**src/rtl/seq_pkg.sv**
```systemverilog
// Shared state encoding for the core's multi-cycle execution sequencer.
package seq_pkg;

    localparam int unsigned SEQ_STATE_W = 3;

    typedef enum logic [SEQ_STATE_W-1:0] {
        IDLE   = 3'd0,
        FETCH  = 3'd1,
        DECODE = 3'd2,
        OPREAD = 3'd3,
        EXEC   = 3'd4,
        WB     = 3'd5,
        HALT   = 3'd6,
        ERROR  = 3'd7
    } seq_state_e;

endpackage

```
**src/rtl/seq_watchdog.sv**
```systemverilog
// Per-phase wait counter: raises limit_hit combinationally on the cycle the
// TIMEOUT_CYCLES-th consecutive waiting cycle is observed.
module seq_watchdog #(
    parameter int unsigned TIMEOUT_CYCLES = 16
) (
    input  logic clk,
    input  logic reset,
    input  logic clear,
    input  logic count_en,
    output logic limit_hit
);

    localparam int unsigned CW = $clog2(TIMEOUT_CYCLES + 1);

    logic [CW-1:0] r_count;

    always_ff @(posedge clk) begin
        if (reset || clear) begin
            r_count <= '0;
        end else if (count_en) begin
            r_count <= r_count + CW'(1);
        end
    end

    assign limit_hit = count_en && (r_count == CW'(TIMEOUT_CYCLES - 1));

endmodule

```
**src/rtl/exec_sequencer.sv**
```systemverilog
// Multi-cycle control FSM for the single-issue core: fetch, decode, operand
// read, execute and write-back with handshakes, stop/resume and a watchdog.
module exec_sequencer
    import seq_pkg::*;
#(
    parameter int unsigned TIMEOUT_CYCLES = 16,
    parameter int unsigned RET_W          = 32
) (
    input  logic                   clk,
    input  logic                   reset,
    input  logic                   start,
    input  logic                   stop,
    input  logic                   instr_valid,
    output logic                   next_instr,
    input  logic                   dec_rd_wr_en,
    input  logic                   dec_rs_store,
    output logic                   rs_addr_valid,
    input  logic                   op_done,
    input  logic                   alu_data_valid,
    output logic                   wb_en,
    output logic                   busy,
    output logic                   err,
    output logic [RET_W-1:0]       retired,
    output logic [SEQ_STATE_W-1:0] state_dbg
);

    seq_state_e       r_state;
    seq_state_e       w_next;
    logic             r_rd_wr_en;
    logic             r_rs_store;
    logic             r_stop_pend;
    logic             r_next_instr;
    logic             r_rs_addr_valid;
    logic             r_wb_en;
    logic             r_err;
    logic [RET_W-1:0] r_retired;
    logic             w_retire;
    logic             w_wait;
    logic             w_timeout;
    logic             w_busy;

    seq_watchdog #(
        .TIMEOUT_CYCLES(TIMEOUT_CYCLES)
    ) u_watchdog (
        .clk      (clk),
        .reset    (reset),
        .clear    (w_next != r_state),
        .count_en (w_wait),
        .limit_hit(w_timeout)
    );

    assign w_busy = (r_state == FETCH) || (r_state == DECODE) || (r_state == OPREAD) ||
                    (r_state == EXEC)  || (r_state == WB);

    always_comb begin
        w_next   = r_state;
        w_retire = 1'b0;
        w_wait   = 1'b0;
        case (r_state)
            IDLE:   if (start) w_next = FETCH;
            FETCH:  if (instr_valid) w_next = DECODE; else w_wait = 1'b1;
            DECODE: w_next = OPREAD;
            OPREAD: begin
                if (op_done) begin
                    if (r_rs_store) w_retire = 1'b1;
                    else            w_next   = EXEC;
                end else begin
                    w_wait = 1'b1;
                end
            end
            EXEC: begin
                if (alu_data_valid) begin
                    if (r_rd_wr_en) w_next   = WB;
                    else            w_retire = 1'b1;
                end else begin
                    w_wait = 1'b1;
                end
            end
            WB:     w_retire = 1'b1;
            HALT:   if (start && !stop) w_next = FETCH;
            ERROR:  w_next = ERROR;
            default: w_next = ERROR;
        endcase
        // A stop seen on the retiring cycle itself must still land in HALT.
        if (w_retire) w_next = (r_stop_pend || stop) ? HALT : FETCH;
        if (w_timeout) w_next = ERROR;
    end

    always_ff @(posedge clk) begin
        if (reset) begin
            r_state         <= IDLE;
            r_rd_wr_en      <= 1'b0;
            r_rs_store      <= 1'b0;
            r_stop_pend     <= 1'b0;
            r_next_instr    <= 1'b0;
            r_rs_addr_valid <= 1'b0;
            r_wb_en         <= 1'b0;
            r_err           <= 1'b0;
            r_retired       <= '0;
        end else begin
            r_state         <= w_next;
            r_next_instr    <= (w_next == FETCH)  && (r_state != FETCH);
            r_rs_addr_valid <= (w_next == OPREAD) && (r_state != OPREAD);
            r_wb_en         <= (w_next == WB)     && (r_state != WB);
            if (r_state == DECODE) begin
                r_rd_wr_en <= dec_rd_wr_en;
                r_rs_store <= dec_rs_store;
            end
            if (w_retire) r_retired <= r_retired + RET_W'(1);
            if (w_next == ERROR) r_err <= 1'b1;
            if (r_state == HALT && w_next == FETCH) r_stop_pend <= 1'b0;
            else if (w_busy && stop)                r_stop_pend <= 1'b1;
        end
    end

    assign next_instr    = r_next_instr;
    assign rs_addr_valid = r_rs_addr_valid;
    assign wb_en         = r_wb_en;
    assign busy          = w_busy;
    assign err           = r_err;
    assign retired       = r_retired;
    assign state_dbg     = r_state;

endmodule

```
**config.mk**
```make
export PLATFORM = sky130hd
export DESIGN_NAME = exec_sequencer
export DESIGN_NICKNAME = d
export VERILOG_FILES = /design/src/rtl/seq_pkg.sv /design/src/rtl/seq_watchdog.sv /design/src/rtl/exec_sequencer.sv
export SDC_FILE = /design/constraint.sdc
export NUM_CORES = 1
export LEC_CHECK = 0
export ABC_CLOCK_PERIOD_IN_PS = 2900
export CAP_MARGIN = 30
export CORE_UTILIZATION = 50
export CTS_BUF_LIST = sky130_fd_sc_hd__clkbuf_4
export DETAILED_ROUTE_END_ITERATION = 10
export PLACE_DENSITY = 0.77
export SLEW_MARGIN = 20
export SYNTH_ARGS = -nofsm -noshare
export SYNTH_HDL_FRONTEND = slang
export SYNTH_HIERARCHICAL = 1
export SYNTH_SLANG_ARGS = --single-unit
```
**constraint.sdc**
```tcl
create_clock -name clk -period 2.9 [get_ports clk]
set_clock_uncertainty 0.1 [all_clocks]
set_input_delay 0.58 -clock clk [delete_from_list [all_inputs] [get_ports clk]]
set_output_delay 0.58 -clock clk [all_outputs]
set_load 0.1 [all_outputs]
```
==> metrics.cfg, run 1 <==
[outcome]
outcome = finished clean

[floorplanning]
fp.dieH_um = 70.4
placementRows = 24
die_x_um = 70.4
start_util = 0.529
io_pins = 49
core_um2 = 4410
die-area_um2 = 4950

[timing]
tightestPinTransition_ps = 775
finalHoldViolCount = 0
finalSetupTns_ps = 0
max_freq_mhz = 365
setup_viol = 0
min_period_over_period = 0.944
period_needed_ps = 2740
rsz0062_at_grt = false
setup_slack_ps = 162
relSlewSlack = 0.482
slew_violations = 0
hold_slack_ps = 400

[clock_tree]
clockBufferDepth = 2
cts_tree = yes
clk_pin_slew_worst_paths_ps = 130
cts_resized = 0
insertion_delay_ps = 350
post_cts_buffers = 0
cts_sinks = 47
cts_hold_buf = 0
h-tree-depth = 2
cts_root_buffer = clkbuf_4
cts_buffers = 5

[grt]
grt_max_degree = 21
grt_overflow = 0
grt_usage = 0.201
grt_antenna_before_repair = 0
grt_pass1_wl_um = 8080
grt_pass1_vias = 1856

[synth]
netlist_area_um2 = 2340
ys_seq_area_frac = 0.403
synth_cell_types = 47
async_flop_share = 0
synth_seq_cells = 47
syn-num-nets = 286
ys_dominant_reg_cell = dfxtp_1
synth_cells = 274
yosysWarnings = 6
syn_avg_cell_area_um2 = 8.53
synth-edff-count = 0

[setup_path]
crit_chain = clkdlybuf4s50_1, nor2b_4, o211a_1, or2_1, mux2i_1, or3_1, a211o_1, or2_1, a211oi_2
r2r_start = state_dbg[1]
crit_top_cell = or2_1
critPathKind = input port to flip-flop
r2r_cells = 8
regToRegSetupSlack_ps = 310
crit_fanout = 5
worstPathRequired_ps = 3090
crit_slowest_cell = clkdlybuf4s50_1
crit_arrival_ps = 2930
cpPeakStageDelay_ps = 420
worstSetupStartpoint = alu_data_valid
startpoint_type = input port
cp-end-kind = flip-flop
rr_endpoint = u_watchdog/r_count[4]

[cells_and_area]
num-nets-final = 346
mostFrequentLayoutCell = buf_4
instances_no_fill = 387
layout.area.seq_um2 = 945
drive_gt1_frac = 0.236
stdcell_area_um2 = 2950
nFillCells = 380
multi_input_area_um2 = 1280
antenna_cells = 0
layout_common_cells = 55 x buf_4, 48 x nor2_1, 44 x dfxtp_1
area_growth_pct = 26.2

[routing]
routed_wl_um = 4810
post-route-drc-count = 0
routed_via_density = 5.35
vias = 2072
wl_per_cell_um = 12.4
dr.pass1.iters = 4
ant_nets = 0
drt_iter0_drc = 128

[placement]
dpl_cell_area_um2 = 2870
dp_hpwl_um = 3550
gp_congestion = 0.817
portBuffers = 48
dp.cells = 379
pre_cts_ws_ps = -201

[hold_path]
hp-class = flip-flop to flip-flop
holdPathStages = 2
hold_path_end = err
hold_path_startpoint = err

[power_and_ir_drop]
leakagePower_nw = 1.21
pwr_density_cell_nw_per_um2 = 456
vdd.ir_drop.worst_mv = 0.313

[job]
drv_cap = 0

[synth_stat cells (2+ instances only)]
cell | n | area [um^2]
nor2_1 | 48 | 180
dfxtp_1 | 47 | 941
a21oi_1 | 17 | 85.1
xnor2_1 | 15 | 131
nand3_1 | 13 | 65.1
inv_1 | 12 | 45.0
nor3_1 | 10 | 50.1
o21ai_0 | 10 | 50.1
or3_1 | 10 | 62.6
xor2_1 | 10 | 87.6
nand2_1 | 9 | 33.8
and3_1 | 8 | 50.1
mux2i_1 | 6 | 60.1
nand4_1 | 6 | 37.5
and2_1 | 4 | 25.0
buf_2 | 4 | 20.0
clkbuf_1 | 3 | 11.3
ha_1 | 3 | 37.5
nand2b_1 | 3 | 18.8
nand3b_1 | 3 | 22.5
or2_1 | 3 | 18.8
and4_1 | 2 | 17.5
buf_1 | 2 | 7.51
buf_6 | 2 | 22.5
nor3b_1 | 2 | 15.0
[sequential cells by signal (all words and copies together) (netlist names)]
signal,flops
err,1
state_dbg,3
r_rs_store,1
rs_addr_valid,1
retired,32
next_instr,1
wb_en,1
r_rd_wr_en,1
u_watchdog/r_count,5
r_stop_pend,1
[cell families after synthesis]
kind of cell,synth area share
AND/OR/NAND/NOR,0.298
flip-flops,0.403
buffers and inverters,0.0503
adder cells (fa/ha/maj),0.0161
multiplexers,0.0321
AO/OA/AOI/OAI,0.107
XOR/XNOR,0.0937
[worst max path at each step]
| stage | to | slack [ps] | cells after the start |
|---|---|---|---|
| floorplan | u_watchdog/r_count[4] | 80 | 10 |
| global placement | u_watchdog/r_count[4] | -150 | 9 |
| detailed placement | u_watchdog/r_count[4] | -200 | 9 |
| CTS | u_watchdog/r_count[4] | 180 | 9 |
| global route | u_watchdog/r_count[4] | 100 | 9 |
| finish | u_watchdog/r_count[4] | 160 | 9 |
[critical path, delay by kind of cell]
| family | cells | cell delay, ps |
|---|---|---|
| muxes | 1 | 170 |
| AOI/OAI and AO/OA | 3 | 700 |
| buffers and inverters | 1 | 420 |
| and+or+nand+nor | 4 | 1050 |
[power by group]
part | internal [W] | switching, W
sequential | 0.000662 | 0.0000229
clock | 0.000178 | 0.000198
combinational | 0.0000976 | 0.000188
total | 0.000937 | 0.000409
[stage by stage]
stage               total power, W  utilization
floorplan                 0.000905            -
global placement          0.000981        0.651
detailed placement        0.000983        0.651
CTS                        0.00136        0.668
global route               0.00140        0.668
finish                     0.00135        0.668
[area by class of cell]
cell class,count,share of cell area
Tap cell,52,0.0221
Clock inverter,3,0.0131
Sequential cell,47,0.320
Inverter,13,0.0165
Multi-Input combinational cell,202,0.435
Timing Repair Buffer,65,0.181
Clock buffer,5,0.0127
[metal layers]
metal	vias to the layer above	track usage	share of wire
li1	1066	-	-
met1	961	0.255	0.49
met2	40	0.342	0.46
met3	5	0.0447	0.038
met4	0	0.0533	0.0081
met5	-	0	0
Note: power is estimated with default switching activity, not from simulation.
==> run 2, diff against run 1 <==
--- a/config.mk
+++ b/config.mk
@@ -5,7 +5,7 @@
 export SDC_FILE = /design/constraint.sdc
 export NUM_CORES = 1
 export LEC_CHECK = 0
-export ABC_CLOCK_PERIOD_IN_PS = 2900
+export ABC_CLOCK_PERIOD_IN_PS = 2650
 export CAP_MARGIN = 30
 export CORE_UTILIZATION = 50
 export CTS_BUF_LIST = sky130_fd_sc_hd__clkbuf_4
==> constraint.sdc (replaced) <==
create_clock -name clk -period 2.65 [get_ports clk]
set_clock_uncertainty 0.1 [all_clocks]
set_input_delay 0.53 -clock clk [delete_from_list [all_inputs] [get_ports clk]]
set_output_delay 0.53 -clock clk [all_outputs]
set_load 0.1 [all_outputs]
==> run 2 against run 1 <==
Register-to-register slack worse by 180 ps. Core utilization grew 1.9 points. Clock power up 15%. Hold slack better by 1.9 ps. Global-route usage grew 0.55 points. First-iteration DRC count is 63% lower.
==> metrics.cfg, run 2 (synthesis results as in run 1) <==
[timing]
hold_slack_ps = 402
min_period_over_period = 0.964
finalSetupTns_ps = 0
max_freq_mhz = 391
relSlewSlack = 0.652
finalHoldViolCount = 0
setup_viol = 0
tightestPinTransition_ps = 520
period_needed_ps = 2560
slew_violations = 0
setup_slack_ps = 94.2
rsz0062_at_grt = false

[grt]
grt_overflow = 0
grt_antenna_before_repair = 0
grt_max_degree = 31
grt_usage = 0.207
grt_pass1_wl_um = 8290
grt_pass1_vias = 1854

[hold_path]
hp-class = flip-flop to flip-flop
holdPathStages = 2

[cells_and_area]
layout_common_cells = 66 x buf_4, 48 x nor2_1, 44 x dfxtp_1
mostFrequentLayoutCell = buf_4
drive_gt1_frac = 0.279
antenna_cells = 0
nFillCells = 390
num-nets-final = 355
largest_register_ffs = 32
area_growth_pct = 29.8

[placement]
pre_cts_ws_ps = -412
dp_hpwl_um = 3610
portBuffers = 48
gp_congestion = 0.789

[floorplanning]
die-area_um2 = 4950
die_x_um = 70.4
placementRows = 24
core_um2 = 4410
io_pins = 49
fp.dieH_um = 70.4
start_util = 0.529

[setup_path]
cp-end-kind = flip-flop
worstPathRequired_ps = 2840
crit_fanout = 4
cpPeakStageDelay_ps = 480
r2r_cells = 8
crit_arrival_ps = 2740
crit_slowest_cell = clkdlybuf4s50_1
crit_chain = clkdlybuf4s50_1, inv_1, o311a_1, a21oi_2, mux2i_2, or3_1, a211o_1, or2_4, a211oi_2
startpoint_type = input port
critPathKind = input port to flip-flop

[routing]
ant_nets = 0
routed_via_density = 5.25
vias = 2080
routed_wl_um = 5060
drt_iter0_drc = 47
wl_per_cell_um = 12.8
dr.pass1.iters = 4
post-route-drc-count = 0

[clock_tree]
cts_hold_buf = 0
cts_root_buffer = clkbuf_4
clk_pin_slew_worst_paths_ps = 130
cts_tree = yes
cts_sinks = 47
h-tree-depth = 2
cts_buffers = 5
clockBufferDepth = 2
insertion_delay_ps = 360

[power_and_ir_drop]
vdd.ir_drop.worst_mv = 0.423
pwr_density_cell_nw_per_um2 = 505
leakagePower_nw = 1.28

[job]
drv_cap = 0

[outcome]
outcome = finished clean

-- run 2: changes by cell type in the layout (fill, tap and decap cells not counted), moves of 2 or more --
cell	previous run	this run
buf_4	55	66
dfxtp_2	3	0
dfxtp_4	0	3
buf_12	2	0
clkdlybuf4s50_1	8	6
dlymetal6s2s_1	0	2
or2_1	3	1
or2_4	0	2
-- run 2: path summary, 6_finish.rpt --
kind	startpoint	slack (ps)	to
worst min register to register	err	400	err
worst max register to register	u_watchdog/r_count[0]	130	u_watchdog/r_count[4]
worst min-delay path	err	400	err
worst max-delay path	start	90	u_watchdog/r_count[4]
-- run 2: stage by stage --
stage	std cells	instance area [um^2]	util	total power, W
CTS	389	2960	0.670	0.00151
global route	396	3030	0.687	0.00159
detailed placement	381	2870	0.651	0.00108
floorplan	274	2360	-	0.000991
global placement	381	2870	0.651	0.00108
finish	396	3030	0.687	0.00153
-- run 2: critical path: cells and delay by family --
kind / cells / cell delay, ps
buffers and inverters: 2 / 520
AOI/OAI and AO/OA: 4 / 950
and+or+nand+nor: 2 / 650
muxes: 1 / 90
-- run 2: area by class of cell --
cell class	count	area (um^2)	share of cell area
clock buffers	5	37.5	0.0124
clock inverters	3	43.8	0.0144
inverters	13	48.8	0.0161
multi-input cells	202	1310	0.431
flip-flops and latches	47	952	0.314
well taps	52	65.1	0.0214
repair buffers	74	581	0.191
-- run 2: timing repair --
item,4_1_cts,5_1_grt
setup endpoints to repair,1,1
gates resized for setup,2,7
pin swaps,0,6
buffers inserted,0,7
-- run 2: where the power goes --
| group | internal, W | switching [W] |
|---|---|---|
| sequential | 0.000724 | 0.0000146 |
| clock | 0.000199 | 0.000231 |
| combinational | 0.000134 | 0.000229 |
-- run 2: layer usage --
metal | global-route usage | vias to the layer above | part of all wire
met4 | 0.0667 | 0 | 0.011
met3 | 0.0462 | 4 | 0.043
met1 | 0.279 | 959 | 0.50
met5 | 0 | - | 0
met2 | 0.325 | 38 | 0.45
li1 | - | 1079 | -
==> run 3, diff against run 2 <==
--- a/config.mk
+++ b/config.mk
@@ -7,10 +7,13 @@
 export LEC_CHECK = 0
 export ABC_CLOCK_PERIOD_IN_PS = 2650
 export CAP_MARGIN = 30
-export CORE_UTILIZATION = 50
+export CELL_PAD_IN_SITES_DETAIL_PLACEMENT = 1
+export CELL_PAD_IN_SITES_GLOBAL_PLACEMENT = 1
+export CORE_UTILIZATION = 39
 export CTS_BUF_LIST = sky130_fd_sc_hd__clkbuf_4
+export CTS_CLUSTER_DIAMETER = 60
 export DETAILED_ROUTE_END_ITERATION = 10
-export PLACE_DENSITY = 0.77
+export PLACE_DENSITY = 0.81
 export SLEW_MARGIN = 20
 export SYNTH_ARGS = -nofsm -noshare
 export SYNTH_HDL_FRONTEND = slang
==> run 3 against run 2 <==
Design area up 0.29%. Cell count up 4.5%. Clock power down 26%. Fmax down 0.64%. Power down 6.9%. Global-route usage up 0.052 points. Setup slack worse by 16 ps. Critical endpoint unchanged. Highest routed layer unchanged.
==> metrics.cfg, run 3 (synthesis results as in run 1) <==
[clock_tree]
cts_root_buffer = clkbuf_4
cts_sinks = 47
clockBufferDepth = 2
cts_hold_buf = 0
insertion_delay_ps = 340
cts_tree = yes
h-tree-depth = 2
cts_buffers = 5
clk_pin_slew_worst_paths_ps = 130

[routing]
ant_nets = 0
dr.pass1.iters = 4
post-route-drc-count = 0
vias = 2159
drt_iter0_drc = 84
routed_wl_um = 6150
routed_via_density = 5.21
wl_per_cell_um = 14.8

[cells_and_area]
area_growth_pct = 30.2
mostFrequentLayoutCell = buf_4
drive_gt1_frac = 0.275
layout_common_cells = 65 x buf_4, 48 x nor2_1, 44 x dfxtp_1
nFillCells = 695
instances_no_fill = 414
num-nets-final = 354
largest_register_ffs = 32
antenna_cells = 0

[hold_path]
hold_path_startpoint = err
holdPathStages = 2
hp-class = flip-flop to flip-flop
hold_path_end = err

[setup_path]
crit_slowest_cell = clkdlybuf4s50_1
critPathKind = input port to flip-flop
path_buf_inv = 2
startpoint_type = input port
crit_chain = clkdlybuf4s50_1, inv_1, o311a_1, a21oi_4, mux2i_4, or3_1, a211o_1, or2_4, a211oi_2
crit_arrival_ps = 2740
cpPeakStageDelay_ps = 470
r2r_start = state_dbg[1]
regToRegSetupSlack_ps = 160
r2r_cells = 10
worstPathRequired_ps = 2820
cp_top_family = compound AO/OA/AOI/OAI gates
cp-end-kind = flip-flop
crit_fanout = 4
rr_endpoint = u_watchdog/r_count[4]

[floorplanning]
start_util = 0.414
fp.dieH_um = 79.4
die_x_um = 79.4
die-area_um2 = 6310
core_um2 = 5640
placementRows = 27
io_pins = 49

[grt]
grt_max_degree = 23
grt_antenna_before_repair = 0
grt_pass1_vias = 2108
grt_pass1_wl_um = 10200
grt_overflow = 0
grt_usage = 0.207

[power_and_ir_drop]
pwr-share-comb = 0.255
sequentialPowerShare = 0.522
pwr_density_cell_nw_per_um2 = 468
power_frac_clock = 0.222
p_sw_w = 0.000480
p_int_w = 0.000946
vdd.ir_drop.worst_mv = 0.229
leakagePower_nw = 1.25
swShare = 0.336

[timing]
rsz0062_at_grt = false
finalHoldViolCount = 0
slew_violations = 0
period_needed_ps = 2570
min_period_over_period = 0.971
tightestPinTransition_ps = 506
setup_viol = 0
relSlewSlack = 0.660
max_freq_mhz = 389
hold_slack_ps = 413

[outcome]
outcome = finished clean

[placement]
gp_congestion = 0.822
portBuffers = 48
dp.cells = 406
dp_hpwl_um = 4470

[job]
drv_cap = 0

==> run 3: per-stage QoR <==
step	TNS, ps	instance area, um^2	util	worst slack, ps	total power [W]
after CTS	0	3010	0.534	2.26	0.00142
after floorplan	0	2360	-	40.9	0.000991
after detailed placement	-1810	2930	0.520	-441	0.00109
after global placement	-1320	2930	0.520	-351	0.00108
final	0	3040	0.539	77.8	0.00143
after global routing	0	3040	0.539	25.6	0.00150
==> run 3: power groups by stage <==
stage	Sequential (W)	Combinational (W)	Clock (W)
after floorplan	0.000828	0.000163	0
after global placement	0.000759	0.000326	0
after detailed placement	0.000760	0.000334	0
after CTS	0.000744	0.000349	0.000329
after global routing	0.000747	0.000386	0.000367
final	0.000744	0.000364	0.000317
==> run 3: final cells by class <==
class	count	area (um^2)	area share
multi-input cells	202	1340	0.439
flip-flops and latches	47	952	0.313
repair buffers	73	569	0.187
well taps	72	90.1	0.0296
inverters	13	48.8	0.0160
clock buffers	5	37.5	0.0123
clock inverters	2	8.76	0.00288
==> run 3: routing by layer <==
metal	part of all wire	wire (um)	up-vias	track usage
met4	0.0039	24	0	0.0382
met5	0	0	-	0
met1	0.46	2840	1037	0.272
li1	-	-	1077	-
met3	0.033	205	2	0.0354
met2	0.50	3080	43	0.357
==> run 3: tightest hold or removal path, cell delays in order, from the launching register on <==
cell	delay [ps]
dfxtp_1	350
nor3_1	50
nor2_1	80
==> run 3: worst max path at each step <==
stage,startpoint,endpoint,slack (ps),cells after the start
finish,start,u_watchdog/r_count[4],80,9
global route,start,u_watchdog/r_count[4],30,9
CTS,op_done,u_watchdog/r_count[4],2,9
detailed placement,alu_data_valid,u_watchdog/r_count[4],-440,9
global placement,alu_data_valid,u_watchdog/r_count[4],-350,9
floorplan,state_dbg[2],u_watchdog/r_count[4],40,10
==> run 3: timing repair <==
action	4_1_cts	5_1_grt
setup buffers	1	0
endpoints found under the setup margin	2	5
pin swaps	4	3
gates resized for setup	7	7
